==> src/rtl/qrisc32_if_prefetch.sv <==
// Qrisc32 instruction fetch with prefetch FIFO: a pipelined Avalon-MM read master
// feeding decode over valid/ready, with redirect flush and stale-response squashing.
module qrisc32_if_prefetch #(
  parameter logic [31:0] RESET_PC        = 32'h0000_0000,
  parameter int          DEPTH           = 4,
  parameter int          MAX_OUTSTANDING = 2
) (
  input  logic        clk,
  input  logic        reset_n,
  output logic [31:0] avm_address,
  output logic        avm_read,
  input  logic        avm_waitrequest,
  input  logic [31:0] avm_readdata,
  input  logic        avm_readdatavalid,
  input  logic        new_address_valid,
  input  logic [31:0] new_address,
  input  logic        instr_ready,
  output logic        instr_valid,
  output logic [31:0] instruction,
  output logic [31:0] pc
);

  localparam int AW = (DEPTH > 1) ? $clog2(DEPTH) : 1;
  localparam int CW = $clog2(DEPTH) + 1;
  localparam logic [CW-1:0] MAX_W   = CW'(MAX_OUTSTANDING);
  localparam logic [CW:0]   DEPTH_W = (CW + 1)'(DEPTH);

  logic [31:0]   r_fetch_pc, r_resp_pc, r_last_pc, r_avm_address;
  logic          r_avm_read;
  logic [CW-1:0] r_outstanding, r_discard, r_count;
  logic [AW-1:0] r_wr_ptr, r_rd_ptr;
  logic [31:0]   r_mem_pc    [DEPTH];
  logic [31:0]   r_mem_instr [DEPTH];

  logic [31:0]   w_target, w_base_pc;
  logic          w_accept, w_held, w_push, w_pop, w_head_valid, w_valid;
  logic          w_credit, w_raise;
  logic [CW-1:0] w_out_next, w_count_next, w_discard_next;
  logic          w_unused_bits;

  assign w_unused_bits = ^new_address[1:0];

  always_comb begin
    w_target       = {new_address[31:2], 2'b00};
    w_accept       = r_avm_read & ~avm_waitrequest;
    w_held         = r_avm_read & avm_waitrequest;
    w_push         = avm_readdatavalid & ~new_address_valid & (r_discard == '0);
    w_head_valid   = (r_count != '0);
    w_valid        = w_head_valid & ~new_address_valid;
    w_pop          = w_valid & instr_ready;
    w_out_next     = r_outstanding + CW'(w_accept) - CW'(avm_readdatavalid);
    w_count_next   = new_address_valid ? '0 : (r_count + CW'(w_push) - CW'(w_pop));
    // A held read will be accepted later with the old address, so it is stale too.
    w_discard_next = r_discard;
    if (new_address_valid)
      w_discard_next = w_out_next + CW'(w_held);
    else if (avm_readdatavalid && (r_discard != '0))
      w_discard_next = r_discard - CW'(1);
    w_credit  = (w_out_next < MAX_W) &&
                (({1'b0, w_out_next} + {1'b0, w_count_next}) < DEPTH_W);
    w_raise   = ~w_held & w_credit;
    w_base_pc = new_address_valid ? w_target : r_fetch_pc;
  end

  // NOTE: sequential state uses non-blocking assignments so every register
  // samples the pre-edge values computed above, independent of block order.
  always_ff @(posedge clk) begin
    if (!reset_n) begin
      r_avm_read    <= 1'b0;
      r_avm_address <= RESET_PC;
      r_fetch_pc    <= RESET_PC;
      r_resp_pc     <= RESET_PC;
      r_last_pc     <= RESET_PC;
      r_outstanding <= '0;
      r_discard     <= '0;
      r_count       <= '0;
      r_wr_ptr      <= '0;
      r_rd_ptr      <= '0;
    end else begin
      r_outstanding <= w_out_next;
      r_discard     <= w_discard_next;
      r_count       <= w_count_next;
      r_fetch_pc    <= w_base_pc + (w_raise ? 32'd4 : 32'd0);
      if (!w_held) begin
        r_avm_read    <= w_credit;
        r_avm_address <= w_base_pc;
      end
      if (new_address_valid) begin
        r_resp_pc <= w_target;
        r_rd_ptr  <= r_wr_ptr;
      end else begin
        if (w_push) begin
          r_resp_pc <= r_resp_pc + 32'd4;
          r_last_pc <= r_resp_pc;
          r_wr_ptr  <= r_wr_ptr + AW'(1);
        end
        if (w_pop)
          r_rd_ptr <= r_rd_ptr + AW'(1);
      end
    end
  end

  // NOTE: FIFO storage is not reset; entries are only read once r_count marks them written.
  always_ff @(posedge clk) begin
    if (w_push) begin
      r_mem_pc[r_wr_ptr]    <= r_resp_pc;
      r_mem_instr[r_wr_ptr] <= avm_readdata;
    end
  end

  always_comb begin
    avm_read    = r_avm_read;
    avm_address = r_avm_address;
    instr_valid = w_valid;
    instruction = w_valid ? r_mem_instr[r_rd_ptr] : 32'h0;
    pc          = w_head_valid ? r_mem_pc[r_rd_ptr] : r_last_pc;
  end

  a_no_overflow: assert property (@(posedge clk) disable iff (!reset_n)
    !(w_push && !w_pop && (r_count == CW'(DEPTH))));

endmodule

==> config.mk <==
export PLATFORM = sky130hd
export DESIGN_NAME = qrisc32_if_prefetch
export DESIGN_NICKNAME = d
export VERILOG_FILES = /design/src/rtl/qrisc32_if_prefetch.sv
export SDC_FILE = /design/constraint.sdc
export NUM_CORES = 1
export LEC_CHECK = 0
export ABC_AREA = 0
export CAP_MARGIN = 20
export CORE_UTILIZATION = 58
export DETAILED_ROUTE_END_ITERATION = 8
export GPL_TIMING_DRIVEN = 0
export HOLD_SLACK_MARGIN = 0.15
export PLACE_DENSITY_LB_ADDON = 0.15
export SLEW_MARGIN = 10
export SYNTH_ARGS = -nofsm -noshare
export SYNTH_HDL_FRONTEND = slang
export SYNTH_SLANG_ARGS = --single-unit
==> constraint.sdc <==
create_clock -name clk -period 11.85 [get_ports clk]
set_input_delay 2.37 -clock clk [delete_from_list [all_inputs] [get_ports clk]]
set_output_delay 2.37 -clock clk [all_outputs]
set_load 0.05 [all_outputs]
; Word level (Yosys, flattened, before mapping)
; Memory sizes are Yosys's and may differ from the RTL's. A register that Yosys moved wholly into a read port is not among the register bits.
; Cells that the tools add are included.
[op_classes]
muxes = 17
n_reduce_logical = 10
bitwise = 11
magnitude_cmp = 2
addsub = 11
[ops]
columns = operator, n
row1 = 32-bit 2-to-1 mux, 5
row2 = 32-bit by 3-bit adder with 32-bit output, 1
row3 = "32-bit by 3-bit adder with 32-bit output, second input constant", 1
row4 = 2-bit 2-to-1 mux, 6
row5 = 3-bit 2-to-1 mux, 4
row6 = 3-bit by 1-bit adder with 3-bit output, 3
row7 = 1-bit AND, 7
row8 = 2-bit nonzero test, 3
row9 = 3-bit nonzero test, 2
row10 = 3-bit by 1-bit subtractor with 3-bit output, 2
row11 = "2-bit by 1-bit adder with 2-bit output, second input constant", 2
row12 = 3-bit by 3-bit adder with 4-bit output, 1
row13 = "4-bit by 3-bit < comparator with 1-bit output, second input constant", 1
row14 = 1-bit NOT, 4
row15 = 3-bit zero test, 1
row16 = "3-bit by 2-bit < comparator with 1-bit output, second input constant", 1
row17 = "3-bit by 1-bit subtractor with 3-bit output, second input constant", 1
row18 = 1-bit logical AND, 2
row19 = 1-bit 2-to-1 mux, 2
row20 = 2-bit AND reduction, 1
row21 = 2-bit OR reduction, 1
[totals]
ff_bits = 142
word_cells = 64
in_bits = 70
mem_count = 2
mem_bits_rw = 256
[memory_table]
columns = memory, words, word_bits, read_ports, rd_ports_with_merged_regs, wr, line
row1 = r_mem_instr, 4, 32, 1, 1, 1, 33  ; logic [31:0] r_mem_instr [DEPTH];
row2 = r_mem_pc, 4, 32, 1, 1, 1, 32  ; logic [31:0] r_mem_pc [DEPTH];

; Longest topological paths before layout
; Gate-level depths: netlist of run 1.
[logic_depth]
depth_word = 12
depth_mapped = 25

; Least setup slack after synthesis of run 1
; No wires, ideal clock.
[synth_path]
path_type = input -> register
startpoint = in new_address_valid
endpoint = reg r_fetch_pc[31]
setup_time_ns = 0.129
arrival_ns = 6.501
slack_ns = 5.220
cell_stages = 25
cell_sequence = buf_6 buf_12 buf_12 nor2_1 buf_2 inv_1 buf_2 ha_1 inv_1 ha_1 inv_1 fa_1 xnor2_1 nor2_1 ha_1 nor4_1 nand3_1 nor2_1 ha_1 nand4b_1 a22oi_4 nand4_4 buf_6 o31ai_2 o41ai_2
[synth_via]
elab_chain_len = 12
word_cells_on_any_way = 15
[synth_rtl]
columns = item, line
row1 = start: declaration, 15  ; input logic new_address_valid,
row2 = 1-bit NOT (no source line), n/a
row3 = 1-bit AND (2 in series), 47  ; w_push = avm_readdatavalid & ~new_address_valid & (r_discard == '0);
row4 = 3-bit by 1-bit adder with 3-bit output, 52  ; w_count_next = new_address_valid ? '0 : (r_count + CW'(w_push) - CW'(w_pop));
row5 = 3-bit by 1-bit subtractor with 3-bit output, 52
row6 = 3-bit 2-to-1 mux (*), 52
row7 = via w_count_next[2], 38  ; logic [CW-1:0] w_out_next, w_count_next, w_discard_next;
row8 = 3-bit by 3-bit adder with 4-bit output (*), 60  ; (({1'b0, w_out_next} + {1'b0, w_count_next}) < DEPTH_W);
row9 = 4-bit by 3-bit < comparator with 1-bit output (*), 60
row10 = 1-bit logical AND (*), 59  ; w_credit = (w_out_next < MAX_W) &&
row11 = 1-bit AND (*), 61  ; w_raise = ~w_held & w_credit;
row12 = 3-bit 2-to-1 mux (*), 83  ; r_fetch_pc <= w_base_pc + (w_raise ? 32'd4 : 32'd0);
row13 = 32-bit by 3-bit adder with 32-bit output (*), 83
row14 = end signal: assignment, 83
row15 = end: declaration, 28  ; logic [31:0] r_fetch_pc, r_resp_pc, r_last_pc, r_avm_address;
; Mark *: on every way through the listed nets, which the timed path passes. The rest lies on a longest branch.
; A chain may end at the register's enable or synchronous reset.

; Worst setup path after layout of run 1
[layout_path]
startpoint = in new_address_valid
endpoint = out instruction[4]
[layout_via]
elab_chain_len = 3
[layout_rtl]
columns = item, line
row1 = 1-bit NOT (no source line), n/a
row2 = 1-bit AND, 49  ; w_valid = w_head_valid & ~new_address_valid;
row3 = 32-bit 2-to-1 mux, 115  ; instruction = w_valid ? r_mem_instr[r_rd_ptr] : 32'h0;
row4 = end: declaration, 19  ; output logic [31:0] instruction,
; No other way between the ends.

==> results of run 1 <==
## placed cells by master (no fill, tap or decap), types with 31 or more instances in the layout
cell type        count
mux2_2              33
edfxtp_1           248
nor2_1              60
a21oi_1             66
nand2_1            117
a211oi_1            31
clkbuf_1            53
and2_1              43
clkbuf_16           41
clkdlybuf4s50_1    162
mux4_2              62
dfxtp_1            140
## flip-flops by register name, indices dropped and copies added, names as in the netlist, named ones only
register	flops
r_rd_ptr	2
avm_address	32
r_last_pc	30
avm_read	1
r_resp_pc	30
r_fetch_pc	32
r_outstanding	3
r_mem_instr	128
r_wr_ptr	2
r_mem_pc	120
r_discard	3
r_count	3
## power by group
part / internal, mW / switching, mW
registers: 1.53 / 0.0506
logic: 0.228 / 0.364
clock network: 0.688 / 0.506
total: 2.44 / 0.920
## per-stage QoR
stage | total power, mW | setup slack, ns | utilization [%]
after floorplan | 2.00 | 5.22 | -
after detailed placement | 2.20 | 3.93 | 67.0
after global routing | 3.48 | 3.79 | 71.5
after global placement | 2.18 | 3.98 | 66.6
after CTS | 3.38 | 3.92 | 71.5
final | 3.36 | 4.01 | 71.5
## worst min-delay path, cell delays in order, from the launching register on
cell and delay (ns):
dfxtp_1 0.31, nand2_1 0.05, a21oi_1 0.05
## worst paths after layout
kind                           from  cells past startpoint  slack (ns)             end
hold reg to reg        r_last_pc[4]                      2        0.45    r_last_pc[4]
setup / recovery  new_address_valid                      8        4.01  instruction[4]
hold / removal         r_last_pc[4]                      2        0.45    r_last_pc[4]
setup reg to reg       r_discard[0]                     25        6.47  r_fetch_pc[31]
## per-layer routing
layer	part of all wire [%]	track usage, %
met2	47	42.3
met1	44	35.4
met3	5.6	3.42
met5	0	0
met4	3.0	9.71
## area by class of cell
type                            instances  area [um^2]  share of cell area, %
Clock buffer                           58         1130                   5.69
Buffer                                 67          340                   1.71
Tap cell                              378          473                   2.38
Clock inverter                         15          120                  0.605
Sequential cell                       388        10200                   51.6
Timing Repair Buffer                  166         1720                   8.68
Inverter                               20         75.1                  0.378
Multi-Input combinational cell        701         5740                   28.9
## logic make-up after synthesis
group / after synthesis
other cells: 1
xor+xnor: 44
buf+inv: 87
fa+ha+maj: 20
mux: 124
compound gates: 165
flops: 388
simple gates: 346
==> metrics.yaml, run 1 <==
run_status:
  status: "completed"
grt:
  track_usage_pct: 25.8
  grt_pass1_vias: 10400
  grt_pass1_wl_mm: 57.1
  grt-ovfl-total: 0
  grt_max_degree: 52
  antenna_found_initial: 0
logic_synthesis:
  syn_area_um2: 16400
  yosysSeqAreaShare_pct: 62.5
  synthAdderAreaFrac_pct: 1.62
  synth.most_common_cell: "edfxtp_1"
  syn_area_per_cell_um2: 14.0
  postSynthCellCount: 1175
  yosys.area_share.simple_pct: 11.8
  muxShareOfSynthArea_pct: 12.6
  synth_xor_xnor_area_share_pct: 2.35
  synth-edff-count: 248
  synthDistinctLibCells: 74
  async_reset_ff_share_pct: 0
  synth_top_area_cell: "edfxtp_1"
  synth_warnings: 0
  ys_ff_latch: 388
  synth_top_area_share_pct: 45.4
  synth_compound_area_share_pct: 6.59
  ys_top_cells_by_area: "edfxtp_1 (45%), dfxtp_1 (17%), mux4_2 (8.5%)"
  ys.flop_type: "edfxtp_1"
  synth_top_family_by_area: "multiplexers"
  synthTopCellsByCount: "edfxtp_1 (248), dfxtp_1 (140), nand2_1 (117)"
route:
  finalWirelength_mm: 36.7
  num_vias: 10400
  drc_errors: 0
  ant_nets: 0
  drt_first_pass_iters: 7
  drtIter0Drc: 796
  vias_per_cell: 5.79
  post_drt_wl_per_cell_um: 20.5
sta:
  slew_headroom_pct: 43.7
  period_needed_ns: 7.84
  finalSetupViolations: 0
  setup_tns_ns: 0
  grt_setup_unrepaired: "no"
  clock-skew-final_ns: 0.0138
  hold_ws_ns: 0.454
  final.period_utilization_pct: 66.2
  final-hold-violation-count: 0
  slew_violations: 0
  fmax_ghz: 0.128
  worstMarginPinSlew_ns: 0.845
clock_network:
  cts.sinks: 388
  clkLatencyLatePin_ns: 0.53
  hold_buffers: 0
  cts_tree: "yes"
  cts_setup_buffers: 0
  cts_buffers: 40
  clock_path_buffers: 3
  htree_levels: 2
  cts-root-buf: "clkbuf_16"
  post_cts_resized: 0
  clk_pin_slew_ns: 0.06
finish:
  fillers: 1925
  final_net_count: 1474
  design_area_um2: 19900
  area_growth_pct: 21.1
  drive_above_1_share_pct: 15.6
  layout.cells.non_filler: 1793
  diodes: 0
floorplan:
  dieHeight_um: 170
  initial_utilization_pct: 59.0
  ios: 168
  rows: 61
  die_x_um: 170
  dieArea_um2: 28900
  core_area_um2: 27800
worst_setup_path:
  worstSetupPathType: "input port to output pin"
  cp-end-kind: "output pin"
  crit_path_cell_trace: "clkdlybuf4s50_1, buf_6, buf_6, buf_2, nor2_1, clkbuf_1, and2_1, clkdlybuf4s50_1"
  cp.arrival_ns: 5.47
  crit_family: "buffers and inverters"
  max_stage_delay_ns: 0.80
  start_kind: "input port"
  cp_max_fo: 10
  required_ns: 9.48
  path_buf_inv: 6
  cp_slowest_cell: "clkdlybuf4s50_1"
hold_path:
  hp-class: "register to register"
power:
  power.density_nw_per_um2: 169
  ir_worst_vdd_uv: 111
  p_leak_nw: 6.85
placement:
  dp_hpwl_mm: 24.4
  dp.cells: 1720
  gp_congestion: 0.852
  placed_area_um2: 18600
  portBuffers: 162
job:
  cap_violations: 0
(Power assumes the default switching activity.)
==> run 2: changes to the inputs <==
--- a/config.mk
+++ b/config.mk
@@ -7,7 +7,7 @@
 export LEC_CHECK = 0
 export ABC_AREA = 0
 export CAP_MARGIN = 20
-export CORE_UTILIZATION = 58
+export CORE_UTILIZATION = 57
 export DETAILED_ROUTE_END_ITERATION = 8
 export GPL_TIMING_DRIVEN = 0
 export HOLD_SLACK_MARGIN = 0.15
==> constraint.sdc (replaced) <==
create_clock -name clk -period 7.8 [get_ports clk]
set_input_delay 1.56 -clock clk [delete_from_list [all_inputs] [get_ports clk]]
set_output_delay 1.56 -clock clk [all_outputs]
set_load 0.05 [all_outputs]
==> run 2 against run 1 <==
  * Flip-flop and latch count stayed put
  * Non-clock buffer count stayed put
  * Wire length is 1.4% higher
  * Count of clock-buffer cells in the layout is 6 higher
  * Cell count hardly changed
  * Via count is 0.26% higher
  * Combinational power is 52% higher
  * Total power is 54% higher
  * Sequential power is 52% higher
  * Utilization is 0.38 points lower
  * Register-to-register slack worse by 4.3 ns
==> metrics.yaml, run 2 (same netlist as run 1, synthesis figures left out) <==
route:
  met1_length_mm: 15.8
  post_drt_wl_per_cell_um: 20.8
  drt_first_pass_iters: 5
  wl_met2_mm: 18.0
  finalWirelength_mm: 37.3
  highest_layer: "met4"
  wl_met3_mm: 2.21
  num_vias: 10400
  drtIter0Drc: 762
  ant_nets: 0
  drc_errors: 0
  vias_per_cell: 5.80
sta:
  final.period_utilization_pct: 87.4
  period_needed_ns: 6.82
  final-hold-violation-count: 0
  clock-skew-final_ns: 0.0101
  slew_violations: 0
  worstMarginPinSlew_ns: 0.782
  layout_setup_ws_ns: 0.985
  setup_tns_ns: 0
  finalSetupViolations: 0
  fmax_ghz: 0.147
  slew_headroom_pct: 47.6
  grt_setup_unrepaired: "no"
hold_path:
  holdPathStages: 2
  hp-class: "register to register"
clock_network:
  clock_path_buffers: 3
  cts_setup_buffers: 0
  clk_pin_slew_ns: 0.06
  cts_buffers: 40
  cts.sinks: 388
  htree_levels: 2
  clkLatencyLatePin_ns: 0.53
  cts_tree: "yes"
  post_cts_resized: 0
  hold_buffers: 0
  cts-root-buf: "clkbuf_16"
floorplan:
  core_area_um2: 28000
  die_x_um: 172
  ios: 168
  dieHeight_um: 172
  initial_utilization_pct: 58.5
  dieArea_um2: 29400
  rows: 61
placement:
  place_ws_ns: 0.522
  dp_hpwl_mm: 24.7
  dp.cells: 1720
  gp_congestion: 0.889
  portBuffers: 162
worst_setup_path:
  cp-end-kind: "register"
  cp_slowest_cell: "clkdlybuf4s50_1"
  max_stage_delay_ns: 0.46
  cp.arrival_ns: 7.22
  r2r_slack_ns: 2.18
  cp_max_fo: 10
  worstSetupPathType: "input port to register"
  crit_cells: 26
  start_kind: "input port"
  worst_r2r_path_depth: 25
  required_ns: 8.20
  crit_family: "buffers and inverters"
  crit_top_cell: "ha_1"
  path_buf_inv: 10
power:
  ir_worst_vdd_uv: 231
  power.density_nw_per_um2: 261
  p_leak_nw: 6.88
  power_mw: 5.20
finish:
  top_regs: "r_mem_instr x128, r_mem_pc x120"
  layout.cells.non_filler: 1794
  final_util_pct: 71.1
  drive_above_1_share_pct: 15.5
  area_growth_pct: 21.5
  final_net_count: 1474
  final_common_cell: "edfxtp_1"
  largest_reg_flops: 128
  diodes: 0
  layout_common_cells: "edfxtp_1 (248), clkdlybuf4s50_1 (162), dfxtp_1 (140), nand2_1 (117), a21oi_1 (66)"
  fillers: 1921
  regMostFlops: "r_mem_instr"
grt:
  track_usage_pct: 26.0
  antenna_found_initial: 0
  grt_max_degree: 46
  grt_pass1_wl_mm: 58.2
  grt-ovfl-total: 0
  grt_pass1_vias: 10700
job:
  cap_violations: 0
run_status:
  status: "completed"
## run 2: stage by stage
step	hold slack (ns)	cell area [um^2]
after floorplan	0.433	16400
after CTS	0.454	19900
after detailed placement	0.445	18600
after global routing	0.468	19900
final	0.452	19900
after global placement	0.438	18500
## run 2: power breakdown
group	total [mW]	internal, mW	leakage (nW)	switching, mW
registers	2.40	2.32	3.41	0.0772
logic	0.901	0.346	2.83	0.556
clock network	1.90	1.14	0.637	0.756
total	5.20	3.81	6.88	1.39
## run 2: worst paths after layout
check / startpoint / endpoint
setup reg to reg: r_discard[0] / r_fetch_pc[31]
hold / removal: avm_address[3] / avm_address[3]
setup / recovery: new_address_valid / r_fetch_pc[31]
hold reg to reg: avm_address[3] / avm_address[3]
## run 2: layer usage
layer,GRT usage (%),vias up
met4,10.4,0
met3,3.68,87
met1,34.4,5110
met5,0,-
li1,-,4836
met2,43.5,367
## run 2: area by class of cell
class | count | area, um^2 | share of cell area [%]
well taps | 378 | 473 | 2.37
repair buffers | 166 | 1720 | 8.62
inverters | 20 | 75.1 | 0.377
flip-flops and latches | 388 | 10200 | 51.5
clock buffers | 64 | 1180 | 5.94
clock inverters | 10 | 133 | 0.666
plain buffers | 67 | 340 | 1.71
multi-input cells | 701 | 5740 | 28.8
## run 2: tightest hold or removal path, delay by kind of cell (launching register included)
family / cells / cell delay (ns)
flip-flops: 1 / 0.31
AND/OR/NAND/NOR: 1 / 0.05
AO/OA/AOI/OAI: 1 / 0.05
